===== src/rtl/timer_peripheral_pkg.sv =====
// Shared definitions for the timer peripheral: register offsets, TCON bit
// positions and the word-exact address decoder used by the bus read mux.
package timer_peripheral_pkg;

    localparam logic [31:0] OFF_TH      = 32'h0000_0000;
    localparam logic [31:0] OFF_TL      = 32'h0000_0004;
    localparam logic [31:0] OFF_TCON    = 32'h0000_0008;
    localparam logic [31:0] OFF_SYSTICK = 32'h0000_0014;

    localparam int TCON_EN = 0;
    localparam int TCON_IE = 1;
    localparam int TCON_IS = 2;

    typedef enum logic [2:0] {
        SEL_NONE,
        SEL_TH,
        SEL_TL,
        SEL_TCON,
        SEL_SYSTICK
    } reg_sel_e;

    // Exact byte-address match only; holes inside the window decode to none.
    function automatic reg_sel_e decode_addr(input logic [31:0] addr,
                                             input logic [31:0] base);
        reg_sel_e sel;
        sel = SEL_NONE;
        if (addr == base + OFF_TH)           sel = SEL_TH;
        else if (addr == base + OFF_TL)      sel = SEL_TL;
        else if (addr == base + OFF_TCON)    sel = SEL_TCON;
        else if (addr == base + OFF_SYSTICK) sel = SEL_SYSTICK;
        return sel;
    endfunction

endpackage


===== src/rtl/timer_prescaler.sv =====
// Clock prescaler: one tick every PRESCALE enabled cycles, restarted by clr.
module timer_prescaler #(
    parameter int PRESCALE = 1
) (
    input  logic clk,
    input  logic reset,
    input  logic en,
    input  logic clr,
    output logic tick
);

    localparam int            CW   = (PRESCALE > 1) ? $clog2(PRESCALE) : 1;
    localparam logic [CW-1:0] TERM = CW'(PRESCALE - 1);

    // Down-counter holding cycles remaining before the next tick; a fresh
    // period (TERM) is equivalent to an up-count starting at zero.
    logic [CW-1:0] cnt_q, cnt_d;

    assign tick = en && (cnt_q == '0);

    always_comb begin
        cnt_d = cnt_q;
        if (clr) begin
            cnt_d = TERM;
        end else if (en) begin
            cnt_d = (cnt_q == '0) ? TERM : cnt_q - CW'(1);
        end
    end

    always_ff @(posedge clk or negedge reset) begin
        if (!reset) begin
            cnt_q <= TERM;
        end else begin
            cnt_q <= cnt_d;
        end
    end

endmodule


===== src/rtl/timer_peripheral.sv =====
// Memory-mapped timer: TH reload, TL counter, TCON control/status and a
// free-running SYSTICK, with a registered overflow interrupt request.
module timer_peripheral
    import timer_peripheral_pkg::*;
#(
    parameter logic [31:0] BASE_ADDR = 32'h4000_0000,
    parameter int          PRESCALE  = 1
) (
    input  logic        clk,
    input  logic        reset,
    input  logic [31:0] addr,
    input  logic        Mem_rd,
    input  logic        Mem_wr,
    input  logic [31:0] Write_data,
    output logic [31:0] Read_data,
    output logic        hit,
    output logic        irq
);

    reg_sel_e    sel;
    logic        wr_th, wr_tl, wr_tcon;
    logic        tick, ovf;
    logic [31:0] th_q, th_d;
    logic [31:0] tl_q, tl_d;
    logic [31:0] systick_q, systick_d;
    logic [2:0]  tcon_q, tcon_d;
    logic        irq_q, irq_d;

    assign sel     = decode_addr(addr, BASE_ADDR);
    assign hit     = (sel != SEL_NONE);
    assign wr_th   = Mem_wr && (sel == SEL_TH);
    assign wr_tl   = Mem_wr && (sel == SEL_TL);
    assign wr_tcon = Mem_wr && (sel == SEL_TCON);

    timer_prescaler #(
        .PRESCALE(PRESCALE)
    ) u_prescaler (
        .clk  (clk),
        .reset(reset),
        .en   (tcon_q[TCON_EN]),
        .clr  (wr_tcon),
        .tick (tick)
    );

    assign ovf = tick && (tl_q == 32'hFFFF_FFFF);

    // Overflow reloads from the pre-edge TH; a CPU write to TL overrides the
    // count, and an overflow status set beats a same-edge clear.
    always_comb begin
        th_d      = th_q;
        tl_d      = tl_q;
        tcon_d    = tcon_q;
        irq_d     = tcon_q[TCON_IE] & tcon_q[TCON_IS];
        systick_d = systick_q + 32'd1;

        if (wr_th) th_d = Write_data;

        if (tick)  tl_d = ovf ? th_q : tl_q + 32'd1;
        if (wr_tl) tl_d = Write_data;

        if (wr_tcon) begin
            tcon_d[TCON_IE:TCON_EN] = Write_data[1:0];
            if (!Write_data[TCON_IS]) tcon_d[TCON_IS] = 1'b0;
        end
        if (ovf && tcon_q[TCON_IE]) tcon_d[TCON_IS] = 1'b1;
    end

    always_ff @(posedge clk or negedge reset) begin
        if (!reset) begin
            th_q      <= '0;
            tl_q      <= '0;
            tcon_q    <= '0;
            systick_q <= '0;
            irq_q     <= 1'b0;
        end else begin
            th_q      <= th_d;
            tl_q      <= tl_d;
            tcon_q    <= tcon_d;
            systick_q <= systick_d;
            irq_q     <= irq_d;
        end
    end

    always_comb begin
        Read_data = '0;
        if (Mem_rd) begin
            case (sel)
                SEL_TH:      Read_data = th_q;
                SEL_TL:      Read_data = tl_q;
                SEL_TCON:    Read_data = {29'd0, tcon_q};
                SEL_SYSTICK: Read_data = systick_q;
                default:     Read_data = '0;
            endcase
        end
    end

    assign irq = irq_q;

endmodule


===== config.mk =====
export PLATFORM = sky130hd
export DESIGN_NAME = timer_peripheral
export DESIGN_NICKNAME = d
export VERILOG_FILES = /design/src/rtl/timer_peripheral_pkg.sv /design/src/rtl/timer_prescaler.sv /design/src/rtl/timer_peripheral.sv
export SDC_FILE = /design/constraint.sdc
export NUM_CORES = 1
export LEC_CHECK = 0
export ABC_CLOCK_PERIOD_IN_PS = 3400
export BUFFER_PORTS_ARGS = -buffer_cell sky130_fd_sc_hd__buf_2
export CORE_MARGIN = 3
export CORE_UTILIZATION = 35
export DETAILED_ROUTE_END_ITERATION = 6
export PLACE_DENSITY = 0.52
export SETUP_SLACK_MARGIN = 0.02
export SLEW_MARGIN = 30
export SYNTH_ARGS = -nofsm -noshare
export SYNTH_HDL_FRONTEND = slang
export SYNTH_HIERARCHICAL = 1
export SYNTH_SLANG_ARGS = --single-unit

===== constraint.sdc =====
create_clock -name clk -period 3.4 [get_ports clk]
set_input_delay 0.68 -clock clk [delete_from_list [all_inputs] [get_ports clk]]
set_output_delay 0.68 -clock clk [all_outputs]
set_load 0.05 [all_outputs]

==> impl_metrics.py <==
metrics = {
    "final_layout": {
        "drive_gt1_frac": 0.314,
        "finalCoreUtilization": 0.436,
        "syn_to_final_growth_pct": 21.6,
        "final_nets": 789,
        "fillerInstances": 1659,
        "seqCellArea_um2": 2500,
        "num_antenna_cells": 0,
        "multi_input_area_um2": 3340,
        "final_area_um2": 7220,
    },
    "routing": {
        "routed_wl_um": 19000,
        "avgViaCountPerCell": 5.83,
        "drt_iter0_markers": 514,
        "num_vias": 5495,
        "drc": 1,
        "post_drt_wl_per_cell_um": 20.2,
        "first_pass_iters": 7,
        "drtAntennaViolNets": 0,
    },
    "synth": {
        "synth_nets": 693,
        "yosysWarningCount": 6,
        "netlist_instances": 623,
        "syn_area_um2": 5940,
        "syn_area_per_cell_um2": 9.54,
    },
    "floorplan": {
        "num_rows": 47,
        "core_area_um2": 16600,
        "die-area_um2": 18600,
        "ios": 102,
        "fp.dieH_um": 136,
        "fp.dieW_um": 136,
        "start_util": 0.358,
    },
    "global_route": {
        "grt_max_degree": 53,
        "grt_pass1_wl_um": 30700,
        "grt.overflow.total": 0,
        "first_global_vias": 5511,
        "track_usage": 0.211,
        "grt_antenna_before_repair": 0,
    },
    "cts": {
        "cts_tree": "done",
        "clk_pin_slew_ns": 0.07,
        "root_buffer": "clkbuf_16",
        "clk_path_buf_depth": 2,
        "clkLatencyLatePin_ns": 0.35,
        "clkSinkCount": 100,
        "cts_htree_levels": 3,
        "hold_buffers": 0,
        "cts_buffers": 9,
    },
    "setup_path": {
        "start_kind": "input port",
        "cp-end-kind": "primary output",
        "r2r-end": "tl_q[0]",
        "path_class": "in -> out",
        "cp_data_required_time_ns": 2.72,
        "critPathMaxFanout": 32,
        "reg2reg_slack_ns": 0.66,
        "reg2reg_depth": 6,
        "worstPathArrival_ns": 2.58,
        "r2r_start": "tl_q[14]",
    },
    "timing": {
        "slew_viol_final": 0,
        "layout_min_cycle_time_ns": 3.26,
        "final-setup-viol-count": 0,
        "relSlewSlack": 0.494,
        "skew_ns": 0.00846,
        "max_freq_mhz": 307,
        "finalCritPeriodShare": 0.959,
        "hold_viol_final": 0,
        "rsz0062_at_grt": "false",
        "worst_pin_slew_ns": 0.758,
    },
    "job": {
        "cap_violations": 0,
    },
    "placed_design": {
        "port-buffer-count": 101,
        "dpl_cell_area_um2": 6860,
        "gp_congestion": 0.846,
        "hpwl_um": 14000,
    },
    "run_status": {
        "outcome": "finished, violations left",
        "violations": "DRC",
    },
    "power": {
        "p_total_mw": 2.40,
        "peakVddDrop_mv": 0.232,
        "p_per_area_nw_per_um2": 333,
        "leakagePower_nw": 3.05,
    },
    "hold_path": {
        "hold_class": "in -> async",
    },
}
## sequential cells by signal, summed over array words and instances (netlist names)
register and flops:
systick_q 32, th_q 32, tcon_q 3, tl_q 32, irq 1
## worst max-delay path by stage
stage                  start             to  slack, ns  cells past startpoint
floorplan           addr[28]   Read_data[1]      -0.07                      6
global placement    addr[28]       tl_q[11]       0.09                      7
detailed placement  addr[28]       tl_q[11]      -0.02                      7
CTS                 addr[28]  Read_data[18]       0.07                      9
global route         addr[4]  Read_data[10]       0.06                      7
finish               addr[9]   Read_data[2]       0.14                      9
## stage by stage
stage	cells	worst slack [ns]	setup TNS, ns	hold slack, ns
2_1_floorplan	623	-0.0657	-0.0657	0.384
3_3_place_gp	925	0.0913	0	0.485
3_5_place_dp	925	-0.0211	-0.0211	0.483
4_1_cts	942	0.0695	0	0.410
5_1_grt	943	0.0616	0	0.432
6_report	943	0.141	0	0.376
## cell usage in the layout, fill, tap and decap left out, types with 25 or more instances in the layout
master / n
nand4_1: 30
mux2i_1: 27
nand2_1: 47
dfrtp_1: 100
buf_2: 100
mux2_2: 35
a222oi_1: 29
nand3_1: 31
buf_4: 25
xnor2_1: 33
nor2_2: 28
nor2_1: 29
## final cells by class
| cell class | count | share of cell area |
|---|---|---|
| Clock inverter | 5 | 0.0116 |
| Clock buffer | 10 | 0.0331 |
| Multi-Input combinational cell | 469 | 0.463 |
| Tap cell | 220 | 0.0381 |
| Sequential cell | 100 | 0.346 |
| Inverter | 11 | 0.00572 |
| Timing Repair Buffer | 128 | 0.102 |
## metal layers
layer | routed length [um] | GRT usage
met4 | 260 | 0.0549
met1 | 8910 | 0.308
met3 | 990 | 0.0266
met5 | 0 | 0
met2 | 8870 | 0.332
## worst max-delay path, cell delays in order
cell and delay (ns):
buf_2 0.09, nor4_1 0.40, nand3_1 0.14, buf_4 0.18, nor3_2 0.22, buf_12 0.24, nand2_1 0.13, a211oi_4 0.20
buf_2 0.29
## report_power, final
part	switching [mW]	internal, mW	total, mW
Combinational	0.0539	0.0345	0.0883
Sequential	0.00000586	1.19	1.19
Clock	0.462	0.664	1.13
## repair_timing
item                                    4_1_cts  5_1_grt
setup buffers                                 2        1
pin swaps                                     1        1
endpoints found under the setup margin        2       20
resized for setup                             0        3
No activity file was read; power rests on OpenSTA's default activity.
